==> src/rtl/serial_cmp_encoder_if.sv <==
// Operand, code-stream and result handshakes of the serial compare encoder.
// master: operand source / code and result consumer; slave: the encoder.
interface serial_cmp_encoder_if #(
    parameter int WIDTH = 16,
    parameter int IDX_W = $clog2(WIDTH)
);
    logic             start_valid;
    logic             start_ready;
    logic [WIDTH-1:0] a_in;
    logic [WIDTH-1:0] b_in;
    logic             code_valid;
    logic             code_ready;
    logic             code_y;
    logic             code_z;
    logic [IDX_W-1:0] bit_idx;
    logic             res_valid;
    logic             res_ready;
    logic [1:0]       res_code;

    modport master (
        output start_valid, a_in, b_in, code_ready, res_ready,
        input  start_ready, code_valid, code_y, code_z, bit_idx, res_valid, res_code
    );

    modport slave (
        input  start_valid, a_in, b_in, code_ready, res_ready,
        output start_ready, code_valid, code_y, code_z, bit_idx, res_valid, res_code
    );
endinterface

==> src/rtl/serial_cmp_encoder.sv <==
// Bit-serial magnitude-compare code generator: scans A/B MSB-first, emits one
// {y,z} code per accepted transfer, stops at the first differing bit and
// presents the final {y,z} result. Codes: 01 equal, 10 A>B, 11 B>A, 00 none.
module serial_cmp_encoder #(
    parameter int WIDTH = 16,
    parameter int IDX_W = $clog2(WIDTH)
) (
    input logic                 clk,
    input logic                 rst_n,
    serial_cmp_encoder_if.slave bus
);
    localparam logic [1:0] IDLE   = 2'd0;
    localparam logic [1:0] SCAN   = 2'd1;
    localparam logic [1:0] RESULT = 2'd2;

    logic [1:0]       state;
    logic [WIDTH-1:0] opA;
    logic [WIDTH-1:0] opB;
    logic             startReady;
    logic             codeValid;
    logic [1:0]       codeYz;
    logic [IDX_W-1:0] bitIdx;
    logic             resValid;
    logic [1:0]       resCode;
    logic [IDX_W-1:0] nextIdx;

    // {y,z} for one bit pair: y flags a difference, z clears only when A>B.
    function automatic logic [1:0] cmpBits(input logic a, input logic b);
        return {a ^ b, ~a | b};
    endfunction

    // Index of the bit presented after the current code is accepted.
    always_comb begin
        nextIdx = bitIdx - IDX_W'(1);
    end

    // Transaction FSM; every output is a register updated here.
    always_ff @(posedge clk) begin
        if (!rst_n) begin
            state      <= IDLE;
            opA        <= '0;
            opB        <= '0;
            startReady <= 1'b0;
            codeValid  <= 1'b0;
            codeYz     <= 2'b00;
            bitIdx     <= '0;
            resValid   <= 1'b0;
            resCode    <= 2'b00;
        end else begin
            case (state)
                IDLE: begin
                    startReady <= 1'b1;
                    if (bus.start_valid && startReady) begin
                        opA        <= bus.a_in;
                        opB        <= bus.b_in;
                        startReady <= 1'b0;
                        codeValid  <= 1'b1;
                        bitIdx     <= IDX_W'(WIDTH - 1);
                        codeYz     <= cmpBits(bus.a_in[WIDTH-1], bus.b_in[WIDTH-1]);
                        state      <= SCAN;
                    end
                end
                SCAN: begin
                    if (codeValid && bus.code_ready) begin
                        if (codeYz != 2'b01 || bitIdx == '0) begin
                            // Decided (difference found or last bit equal).
                            resCode   <= codeYz;
                            resValid  <= 1'b1;
                            codeValid <= 1'b0;
                            codeYz    <= 2'b00;
                            state     <= RESULT;
                        end else begin
                            bitIdx <= nextIdx;
                            codeYz <= cmpBits(opA[nextIdx], opB[nextIdx]);
                        end
                    end
                end
                RESULT: begin
                    if (resValid && bus.res_ready) begin
                        resValid   <= 1'b0;
                        resCode    <= 2'b00;
                        startReady <= 1'b1;
                        state      <= IDLE;
                    end
                end
                default: begin
                    state      <= IDLE;
                    startReady <= 1'b0;
                    codeValid  <= 1'b0;
                    resValid   <= 1'b0;
                end
            endcase
        end
    end

    assign bus.start_ready = startReady;
    assign bus.code_valid  = codeValid;
    assign bus.code_y      = codeYz[1];
    assign bus.code_z      = codeYz[0];
    assign bus.bit_idx     = bitIdx;
    assign bus.res_valid   = resValid;
    assign bus.res_code    = resCode;
endmodule

==> src/flat_wrapper.sv <==
// flat-port wrapper written by rule: the top's interface ports become plain ports
module serial_cmp_encoder_flat 
#(
    parameter int WIDTH = 16,
    parameter int IDX_W = $clog2(WIDTH)
)
  (clk, rst_n, bus_start_valid, bus_a_in, bus_b_in, bus_code_ready, bus_res_ready, bus_start_ready, bus_code_valid, bus_code_y, bus_code_z, bus_bit_idx, bus_res_valid, bus_res_code);
  serial_cmp_encoder_if #(.WIDTH(WIDTH), .IDX_W(IDX_W)) bus_i ();
  input logic clk;
  input logic rst_n;
  input wire logic [$bits(bus_i.start_valid)-1:0] bus_start_valid;
  input wire logic [$bits(bus_i.a_in)-1:0] bus_a_in;
  input wire logic [$bits(bus_i.b_in)-1:0] bus_b_in;
  input wire logic [$bits(bus_i.code_ready)-1:0] bus_code_ready;
  input wire logic [$bits(bus_i.res_ready)-1:0] bus_res_ready;
  output wire logic [$bits(bus_i.start_ready)-1:0] bus_start_ready;
  output wire logic [$bits(bus_i.code_valid)-1:0] bus_code_valid;
  output wire logic [$bits(bus_i.code_y)-1:0] bus_code_y;
  output wire logic [$bits(bus_i.code_z)-1:0] bus_code_z;
  output wire logic [$bits(bus_i.bit_idx)-1:0] bus_bit_idx;
  output wire logic [$bits(bus_i.res_valid)-1:0] bus_res_valid;
  output wire logic [$bits(bus_i.res_code)-1:0] bus_res_code;
  assign bus_i.start_valid = bus_start_valid;
  assign bus_i.a_in = bus_a_in;
  assign bus_i.b_in = bus_b_in;
  assign bus_i.code_ready = bus_code_ready;
  assign bus_i.res_ready = bus_res_ready;
  assign bus_start_ready = bus_i.start_ready;
  assign bus_code_valid = bus_i.code_valid;
  assign bus_code_y = bus_i.code_y;
  assign bus_code_z = bus_i.code_z;
  assign bus_bit_idx = bus_i.bit_idx;
  assign bus_res_valid = bus_i.res_valid;
  assign bus_res_code = bus_i.res_code;
  serial_cmp_encoder #(.WIDTH(WIDTH), .IDX_W(IDX_W)) u_core (.clk(clk), .rst_n(rst_n), .bus(bus_i));
endmodule
==> config.mk <==
export PLATFORM = sky130hd
export DESIGN_NAME = serial_cmp_encoder_flat
export DESIGN_NICKNAME = d
export VERILOG_FILES = /design/src/rtl/serial_cmp_encoder_if.sv /design/src/rtl/serial_cmp_encoder.sv /design/src/flat_wrapper.sv
export SDC_FILE = /design/constraint.sdc
export NUM_CORES = 1
export LEC_CHECK = 0
export CAP_MARGIN = 40
export CORE_UTILIZATION = 46
export CTS_CLUSTER_DIAMETER = 30
export DETAILED_ROUTE_END_ITERATION = 10
export PLACE_DENSITY = 0.82
export SETUP_SLACK_MARGIN = 0.05
export SYNTH_ARGS = -nofsm -noshare
export SYNTH_HDL_FRONTEND = slang
export SYNTH_SLANG_ARGS = --single-unit
==> constraint.sdc <==
create_clock -name clk -period 2.9 [get_ports clk]
set_clock_uncertainty 0.2 [all_clocks]
set_input_delay 0.435 -clock clk [delete_from_list [all_inputs] [get_ports clk]]
set_output_delay 0.435 -clock clk [all_outputs]
set_load 0.05 [all_outputs]
Word level (Yosys, flattened, before mapping)
Index checks and enable logic that the tools add are counted.

word-level totals
  bits in registers = 45
  input port bits = 37
  output and inout bits = 11

operators by class
  $lt $le $gt $ge = 1
  add/subtract/negate cells = 1
  equality and inequality tests = 8
  multiplexer cells = 31
  reductions and logical operators = 16
  bitwise logic cells = 9

operator list
  operator               count
  $reduce_and A4 Y1      5
  $mux W2                9
  $mux W4                3
  $mux W1                10
  $ne A2 B1 Y1 const B   5
  $pmux W1 S3            3
  $bmux W1 S4            2
  $pmux W2 S2            2
  $pmux W4 S2            1
  $pmux W2 S3            1
  $lt A4 B5 Y1 const B   1
  $not A1 Y1             5
  $logic_not A4 Y1       1
  $reduce_and A2 Y1      2
  $reduce_bool A2 Y1     2
  $sub A4 B1 Y4 const B  1
  $logic_and A1 B1 Y1    3
  $reduce_and A3 Y1      1
  $eq A2 B1 Y1 const B   1
  $eq A2 B2 Y1 const B   1
  $logic_not A2 Y1       1
  $ne A2 B2 Y1 const B   1
  $or A1 B1 Y1           2
  $xor A1 B1 Y1          2
  $logic_or A1 B1 Y1     1

Logic depth before layout (Yosys ltp)
Gate-level depths: netlist of run 1.

  depth in word-level cells = 8
  gate-level depth with buffers = 12

Worst setup path before layout of run 1
No wires, ideal clock.

  path type = register to register
  from = register u_core.bitIdx[0] (netlist: u_core.bus.bit_idx[0])
  to = register u_core.codeYz[1]
  stages on the path, launching flop included = 13
  data arrival time = 3008 ps
  slack = -367 ps
  path through = dfxtp_1 buf_2 inv_1 ha_1 buf_2 mux4_2 nand2_1 a21oi_1 a41o_1 ha_1 nand2b_1 o221ai_1 o211a_1

on the way
  longest elaborated chain between the ends = 7
  elaborated cells between the ends (all ways) = 11
  classes of those cells = add/sub: 1; mux: 7; bitwise: 1; reduce/logical: 2

RTL lines
  element                        line                      text
  start, declared                serial_cmp_encoder.sv:22  logic [IDX_W-1:0] bitIdx;
  start signal, assigned         serial_cmp_encoder.sv:58  bitIdx <= IDX_W'(WIDTH - 1);
  start signal, assigned         serial_cmp_encoder.sv:73  bitIdx <= nextIdx;
  $sub A4 B1 Y4                  serial_cmp_encoder.sv:34  nextIdx = bitIdx - IDX_W'(1);
  $bmux W1 S4                    serial_cmp_encoder.sv:74  codeYz <= cmpBits(opA[nextIdx], opB[nextIdx]);
  $mux W1 (implied by the code)  serial_cmp_encoder.sv:74
  $xor A1 B1 Y1                  serial_cmp_encoder.sv:29  return {a ^ b, ~a | b};
  $mux W2 (*)                    serial_cmp_encoder.sv:65  if (codeYz != 2'b01 || bitIdx == '0) begin
  $mux W2 (*)                    serial_cmp_encoder.sv:64  if (codeValid && bus.code_ready) begin
  $pmux W2 S2 (*)                serial_cmp_encoder.sv:50  case (state)
  end signal, assigned           serial_cmp_encoder.sv:59  codeYz <= cmpBits(bus.a_in[WIDTH-1], bus.b_in[WIDTH-1]);
  end signal, assigned           serial_cmp_encoder.sv:74
  end, declared                  serial_cmp_encoder.sv:21  logic [1:0] codeYz;

Mark *: on every way between the ends. The rest lies on a longest branch, timed or not. The select of a mux whose other input is x is not followed.
A chain may end at the register's enable or synchronous reset.

Final worst setup path of run 1
Same ends and word-level chain as after synthesis.

==> impl_metrics.toml, run 1 <==
[run_status]
status = "finished, final reports clean"

[setup_path]
path_buf_inv = 1
cpMostUsedCell = "ha_1"
critPathTopFamily = "adder cells"
critical-path-max-stage-delay_ns = 0.42
path_cells = "inv_1 -> ha_1 -> xor2_4 -> mux2i_1 -> a32oi_1 -> a41o_1 -> ha_1 -> nand2b_1 -> o221ai_1 -> o211a_1"
r2r_slack_ns = 0.18
critPathRequiredTime_ns = 2.95
arrival_ns = 2.77
critPathSlowestCell = "ha_1"
worstSetupPathType = "reg -> reg"
r2r-start = "u_core.bus.bit_idx[0]"
startpoint_type = "register"
rr_worst_depth = 10
endpoint_kind = "register"
cp_max_fo = 9
rr_endpoint = "u_core.codeYz[1]"

[finish]
final_cell_mix = "86 x nand2_1, 47 x clkdlybuf4s50_1, 43 x dfxtp_1, 30 x a21boi_1"
n_fill_cell = 423
final_common_cell = "nand2_1"
fin_nets = 342
num_antenna_cells = 0
final_layout_size_suffix_gt1_frac = 0.09571
final_area_um2 = 2850
area_growth_pct = 26.98
fin_util = 0.6034

[routing]
wl_per_cell_um = 13.44
wl_um = 4972
drt_first_iter_violations = 151
drc_errors = 0
ant_nets = 0
drt_first_pass_iters = 4
wl_met2_um = 2381
wl_met1_um = 2312
top_layer_used = "met4"
vias = 1953
wl_met3_um = 217
vias_per_cell = 5.278

[timing]
rsz0062_at_grt = "false"
tightest_slew_ns = 0.5223
fin_setup_tns_ns = 0
finalHoldViolCount = 0
fmaxAchievable_ghz = 0.3676
setup_viol = 0
slew-limit-headroom = 0.6507
fin_crit_sh = 0.9381
maxSlewViolCount = 0
hold_slack_ns = 0.2557
min_period_ns = 2.721

[min_path]
worstHoldStart = "u_core.opA[9]"
hp-class = "reg -> reg"
min_delay_path_depth = 2
min_to = "u_core.opA[9]"

[floorplan]
io_pins = 48
die_w_um = 71.86
rows = 25
dieArea_um2 = 5163
start_util = 0.4752
die_height_um = 71.86
core_um2 = 4723

[synth]
synth_edf_count = 0
synth_top_flop_cell = "dfxtp_1"
seq_area_frac_synth = 0.4013
synth_area_leader_cell = "dfxtp_1"
postSynthCellCount = 258
async_flop_share = 0
syn_avg_cell_area_um2 = 8.700
syn_area_um2 = 2245
ys_warn_count = 0
ys_types = 43
synth_top_cell_area_share = 0.4013
synth_seq_cells = 45
synthTopCellsByArea = "dfxtp_1 40%, nand2_1 14%, a21boi_1 10%"
synthesis.nets = 298

[place]
io_buffers = 47
postPlaceCellArea_um2 = 2734
dpl.hpwl_um = 3556
place_congestion = 0.8276

[cts]
cts_sinks = 45
clockRootBuffer = "clkbuf_8"
htreeDepth = 2
insertion_delay_ns = 0.30
clk_pin_slew_ns = 0.08
cts_max_path_buffers = 2
cts_tree = "yes"
cts_buffers = 5

[grt]
grtUsageTotal = 0.2038
grt_pass1_wl_um = 8079
first_global_vias = 1840
grt_max_degree = 46
antenna_found_initial = 0
grt_remaining_overflow = 0

[pwr]
p_leak_nw = 1.031
ir_drop_v = 0.0003089
p_per_area_nw_per_um2 = 512.3

[flow_run]
cap_viol_max_count = 0
[cells by family (layout without fill, tap and decap cells)]
group,Yosys count,after routing,share of synthesized area
compound gates,60,60,0.2129
fa+ha+maj,3,3,0.01672
xor+xnor,3,3,0.02342
mux,6,6,0.04905
buf+inv,26,71,0.06466
simple gates,115,115,0.2319
flops,45,45,0.4013
[power breakdown]
group | leakage, nW | internal, mW | switching [mW]
clock | 0.0455 | 0.194 | 0.201
sequential | 0.368 | 0.655 | 0.0346
combinational | 0.617 | 0.179 | 0.197
[repair_timing]
action | CTS | global route
setup endpoints to repair | 0 | 2
hold buffers | 0 | 0
resized for setup | 0 | 1
setup buffers | 0 | 2
[worst max path at each step]
stage,start,to,cells after the start
after floorplan,u_core.bus.bit_idx[0],u_core.codeYz[1],12
after global placement,u_core.bus.bit_idx[0],u_core.codeYz[1],10
after detailed placement,u_core.bus.bit_idx[0],u_core.codeYz[1],10
after CTS,u_core.bus.bit_idx[0],u_core.codeYz[1],10
after global routing,u_core.bus.bit_idx[0],u_core.codeYz[1],10
final,u_core.bus.bit_idx[0],u_core.codeYz[1],10
[synthesized netlist by cell type, drive strengths merged, types with 2 or more instances]
master and number:
mux2i 2, dfxtp 45, nand2 86, inv 8, a21boi 36, nor2 5
nand3 6, and2 2, clkbuf 4, mux4 4, xnor2 2, o221a 3
nand4 4, a32oi 2, o21ai 3, buf 14, a21oi 3, o21a 3
ha 3, o221ai 2, nand2b 3, o211a 3
[flip-flops by register name (all words and copies together) (netlist names)]
signal                  flops
u_core.opA                 16
u_core.opB                 16
u_core.bus.bit_idx          4
u_core.bus.res_code         2
u_core.codeYz               2
u_core.state                2
u_core.bus.code_valid       1
u_core.bus.res_valid        1
u_core.bus.start_ready      1
[metal layers]
| layer | vias to the layer above | track usage |
|---|---|---|
| met4 | 0 | 0.08497 |
| met5 | - | 0 |
| met2 | 56 | 0.3396 |
| met1 | 920 | 0.2445 |
| li1 | 972 | - |
| met3 | 5 | 0.06188 |
[area by class of cell]
class | count | area (um^2) | share of cell area
inverter | 8 | 30.03 | 0.01054
clock buffer | 8 | 90.09 | 0.03161
multi-input combinational | 187 | 1210 | 0.4245
timing repair buffer | 55 | 530.5 | 0.1861
tap | 67 | 83.83 | 0.02941
sequential | 45 | 905.9 | 0.3178
[per-stage QoR]
step	total power [mW]	instances	setup slack [ns]
4_1_cts	1.452	368	0.09641
6_report	1.460	370	0.1795
3_5_place_dp	1.064	360	0.1211
5_1_grt	1.531	370	0.07677
3_3_place_gp	1.054	360	0.2577
2_1_floorplan	0.9515	258	0.07340
[worst min-delay path: cells and delay by family (launching register included)]
kind / cells / cell delay, ns
simple gates: 1 / 0.05
flops: 1 / 0.31
compound gates: 1 / 0.05
No activity file was read; power rests on OpenSTA's default activity.
==> inputs of run 2 (changes only) <==
RECOVER_POWER = 100   (was unset)
==> run 2 against run 1 <==
Utilization decreased by 0.82 points. First-iteration DRC count decreased by 13%. Sequential share of layout area increased by 0.44 points. Cell area decreased by 1.4%. Register-to-register slack improved by 0.02 ns.
==> impl_metrics.toml, run 2 (synthesized netlist as in run 1, its figures left out) <==
[run_status]
status = "finished, final reports clean"

[cts]
insertion_delay_ns = 0.30
cts_buffers = 5
clk_pin_slew_ns = 0.08
clockRootBuffer = "clkbuf_8"
cts_tree = "yes"
hold_buffers = 0
htreeDepth = 2
cts_sinks = 45
cts_max_path_buffers = 2

[grt]
grt_pass1_wl_um = 8079
first_global_vias = 1840
grtUsageTotal = 0.2038
grt_remaining_overflow = 0
antenna_found_initial = 0
grt_max_degree = 46

[min_path]
min_delay_path_depth = 2
hp-class = "reg -> reg"

[timing]
fin_setup_tns_ns = 0
fin_crit_sh = 0.9328
tightest_slew_ns = 1.280
min_period_ns = 2.705
finalHoldViolCount = 0
slew-limit-headroom = 0.1467
setup_viol = 0
rsz0062_at_grt = "false"
fmaxAchievable_ghz = 0.3697
maxSlewViolCount = 0

[floorplan]
die_w_um = 71.86
io_pins = 48
core_um2 = 4723
start_util = 0.4752
rows = 25
die_height_um = 71.86
dieArea_um2 = 5163

[place]
dpl.hpwl_um = 3556
io_buffers = 47
dp.cells = 360
place_congestion = 0.8276

[setup_path]
endpoint_kind = "register"
r2r_slack_ns = 0.20
critPathRequiredTime_ns = 2.95
cp_max_fo = 9
critPathCapture = "u_core.codeYz[1]"
arrival_ns = 2.76
r2r-start = "u_core.bus.bit_idx[0]"
startpoint_type = "register"
rr_endpoint = "u_core.codeYz[1]"
crit_path_start = "u_core.bus.bit_idx[0]"
rr_worst_depth = 10
worstSetupPathType = "reg -> reg"

[finish]
area_growth_pct = 25.25
finalNonFillerCells = 370
final_cell_mix = "86 x nand2_1, 43 x dfxtp_1, 35 x clkdlybuf4s50_1, 33 x a21boi_0, 12 x dlygate4sd3_1"
fin_nets = 342
final_common_cell = "nand2_1"
num_antenna_cells = 0
final_layout_size_suffix_gt1_frac = 0.08251

[routing]
drc_errors = 0
wl_per_cell_um = 13.49
vias_per_cell = 5.208
drt_first_iter_violations = 131
vias = 1927
drt_first_pass_iters = 4
wl_um = 4992
ant_nets = 0

[pwr]
p_per_area_nw_per_um2 = 512.4
ir_drop_v = 0.0003084
p_leak_nw = 1.030
power.total_mw = 1.441

[flow_run]
cap_viol_max_count = 0
==> run 2: cell types whose count changed in the layout (fill, tap and decap cells not counted), moves of 2 or more <==
cell             before  now
dlygate4sd3_1         0   12
a21boi_1             30    3
clkdlybuf4s50_1      47   35
buf_4                 8    6
a21boi_0              6   33
==> run 2: report_power, final <==
part | switching, mW | leakage, nW | internal, mW
combinational | 0.193 | 0.616 | 0.166
clock | 0.201 | 0.0455 | 0.194
sequential | 0.0328 | 0.368 | 0.655
total | 0.426 | 1.03 | 1.01
==> run 2: worst min-delay path by stage <==
stage / startpoint / end
after floorplan: u_core.opA[14] / u_core.opA[14]
after global placement: u_core.opB[12] / u_core.opB[12]
after detailed placement: u_core.opA[9] / u_core.opA[9]
after CTS: u_core.opA[9] / u_core.opA[9]
after global routing: u_core.opB[7] / u_core.opB[7]
final: u_core.opA[6] / u_core.opA[6]
==> run 2: per-layer routing <==
metal / vias to the layer above / wire, um / GRT usage
li1: 973 / - / -
met1: 901 / 2353 / 0.2445
met2: 45 / 2353 / 0.3396
met3: 8 / 218 / 0.06188
met4: 0 / 67 / 0.08497
met5: - / 0 / 0
==> run 2: what timing repair did <==
| action | 4_1_cts | 5_1_grt |
|---|---|---|
| setup endpoints to repair | 0 | 2 |
| endpoints found under the hold margin | 0 | 0 |
| setup buffers | 0 | 2 |
| resized for setup | 0 | 1 |
==> run 2: worst max-delay path, cell delays in order, from the launching register on <==
cell and delay [ns]:
dfxtp_4 0.36, inv_1 0.08, ha_1 0.42, xor2_4 0.30
mux2i_1 0.22, a32oi_1 0.07, a41o_1 0.26, ha_1 0.29
nand2b_1 0.14, o221ai_1 0.14, o211a_1 0.16
==> run 2: metrics by stage <==
step	hold WS (ns)	cell area, um^2	util	setup slack, ns
3_3_place_gp	0.2450	2734	0.5788	0.2577
3_5_place_dp	0.2469	2734	0.5788	0.1211
6_report	0.2642	2811	0.5952	0.1950
4_1_cts	0.2575	2824	0.5979	0.09641
5_1_grt	0.2924	2811	0.5952	0.04082
2_1_floorplan	0.2319	2258	-	0.07340
==> run 2: area by class of cell <==
cell class / count / area (um^2)
Clock buffer: 8 / 90.09
Fill cell: 427 / 1912
Inverter: 8 / 30.03
Multi-Input combinational cell: 187 / 1177
Sequential cell: 45 / 905.9
Tap cell: 67 / 83.83
Timing Repair Buffer: 55 / 524.3
==> inputs of run 3 (changes only) <==
CORE_MARGIN = 2   (was unset)
==> run 3 against run 2 <==
Worst setup slack better by 0.080 ns. Sequential power barely moved. Via count fell by 1.1%. Sequential share of layout area shrank 0.37 points. Maximum frequency grew 3.0%. Non-clock buffer count grew 1.
==> impl_metrics.toml, run 3 (synthesized netlist as in run 1, its figures left out) <==
[run_status]
status = "finished, final reports clean"

[pwr]
pwr-share-seq = 0.469
p_per_area_nw_per_um2 = 516.0
swShare = 0.3031
p_leak_nw = 1.046
power.total_mw = 1.467
switching_power_mw = 0.4448
internal_power_mw = 1.023
pwr-share-clk = 0.284
ir_drop_v = 0.0002315
p_comb_frac = 0.246

[grt]
met2_usage = 0.3204
grtUsageTotal = 0.1910
first_global_vias = 1854
met1_usage = 0.2372
grt.busiest_layer = "met2"
grt_pass1_wl_um = 8024
antenna_found_initial = 0
grt_remaining_overflow = 0
grt_max_degree = 46
globalRouteMet3Util = 0.03704

[setup_path]
cp_max_fo = 6
path_buf_inv = 1
startpoint_type = "register"
path_cells = "inv_1 -> ha_2 -> mux4_2 -> nand2_1 -> a21oi_1 -> a41o_1 -> ha_1 -> nand2b_1 -> o221ai_1 -> o211a_1"
critPathSlowestCell = "mux4_2"
critPathTopFamily = "adder cells"
critical-path-max-stage-delay_ns = 0.50
worstSetupPathType = "reg -> reg"
endpoint_kind = "register"
arrival_ns = 2.68
critPathRequiredTime_ns = 2.96

[finish]
final_common_cell = "nand2_1"
area_growth_pct = 26.70
num_antenna_cells = 0
final_cell_mix = "86 x nand2_1, 43 x dfxtp_1, 35 x clkdlybuf4s50_1, 32 x a21boi_0, 12 x dlygate4sd3_1"
final_layout_size_suffix_gt1_frac = 0.09868
fin_nets = 343
multi_input_area_um2 = 1195
n_fill_cell = 421
ff_latch_area_um2 = 905.9

[min_path]
hp-class = "reg -> reg"

[routing]
vias = 1905
drc_errors = 0
wl_um = 4784
ant_nets = 0
drt_first_iter_violations = 116
wl_per_cell_um = 12.89
vias_per_cell = 5.135
drt_first_pass_iters = 4

[timing]
fmaxAchievable_ghz = 0.3809
tightest_slew_ns = 1.292
setup_viol = 0
rsz0062_at_grt = "false"
fin_crit_sh = 0.9053
slew-limit-headroom = 0.1387
fin_setup_tns_ns = 0
maxSlewViolCount = 0
min_period_ns = 2.625
finalHoldViolCount = 0

[place]
place_congestion = 0.8553
io_buffers = 47
dpl.hpwl_um = 3482

[cts]
hold_buffers = 0
htreeDepth = 2
cts_max_path_buffers = 2
cts_buffers = 5
clk_pin_slew_ns = 0.09
clockRootBuffer = "clkbuf_8"
cts_sinks = 45
cts_tree = "yes"
insertion_delay_ns = 0.30

[floorplan]
dieArea_um2 = 5455
die_height_um = 73.86
io_pins = 48
core_um2 = 4723
die_w_um = 73.86
rows = 25
start_util = 0.4752

[flow_run]
cap_viol_max_count = 0
==> run 3: path summary, 6_finish.rpt <==
| kind | depth (start not counted) | endpoint | slack, ns | start |
|---|---|---|---|---|
| setup / recovery | 10 | u_core.codeYz[1] | 0.27 | u_core.bus.bit_idx[0] |
| hold / removal | 2 | u_core.opA[3] | 0.27 | u_core.opA[3] |
| setup reg to reg | 10 | u_core.codeYz[1] | 0.27 | u_core.bus.bit_idx[0] |
| hold reg to reg | 2 | u_core.opA[3] | 0.27 | u_core.opA[3] |
==> run 3: final cells by class <==
cell class | count | area share
inverters | 8 | 0.01056
clock inverters | 2 | 0.006159
flip-flops and latches | 45 | 0.3185
repair buffers | 56 | 0.1861
clock buffers | 6 | 0.02904
multi-input cells | 187 | 0.4202
well taps | 67 | 0.02948
==> run 3: per-layer routing <==
| layer | routed length [um] | share of wire |
|---|---|---|
| met1 | 2233 | 0.47 |
| met2 | 2265 | 0.47 |
| met3 | 185 | 0.039 |
| met4 | 101 | 0.021 |
| met5 | 0 | 0 |
==> run 3: worst register-to-register path, stage by stage (launching register included) <==
cell and delay [ns]:
dfxtp_4 0.38, inv_1 0.06, ha_2 0.34, mux4_2 0.50
nand2_1 0.09, a21oi_1 0.06, a41o_1 0.23, ha_1 0.28
nand2b_1 0.14, o221ai_1 0.14, o211a_1 0.16
==> run 3: stage by stage <==
step	hold WS, ns	area [um^2]	std cells	utilization	worst slack [ns]
finish	0.2657	2844	371	0.6021	0.2747
global route	0.2860	2844	371	0.6021	0.1239
global placement	0.2450	2734	360	0.5788	0.2381
detailed placement	0.2486	2734	360	0.5788	0.1505
floorplan	0.2319	2258	258	-	0.07340
CTS	0.2614	2834	368	0.6000	0.1354
==> run 3: timing repair <==
| action | in CTS | in global routing |
|---|---|---|
| setup endpoints to repair | 0 | 2 |
| setup buffers | 0 | 3 |
| gates resized for setup | 0 | 2 |
==> run 3: power by group through the flow <==
stage                     sequential (mW)  clock, mW  combinational (mW)
after floorplan                     0.728          0               0.224
after global placement              0.706          0               0.349
after detailed placement            0.707          0               0.353
after CTS                           0.693      0.423               0.356
after global routing                0.693      0.446               0.396
final                               0.689      0.417               0.361
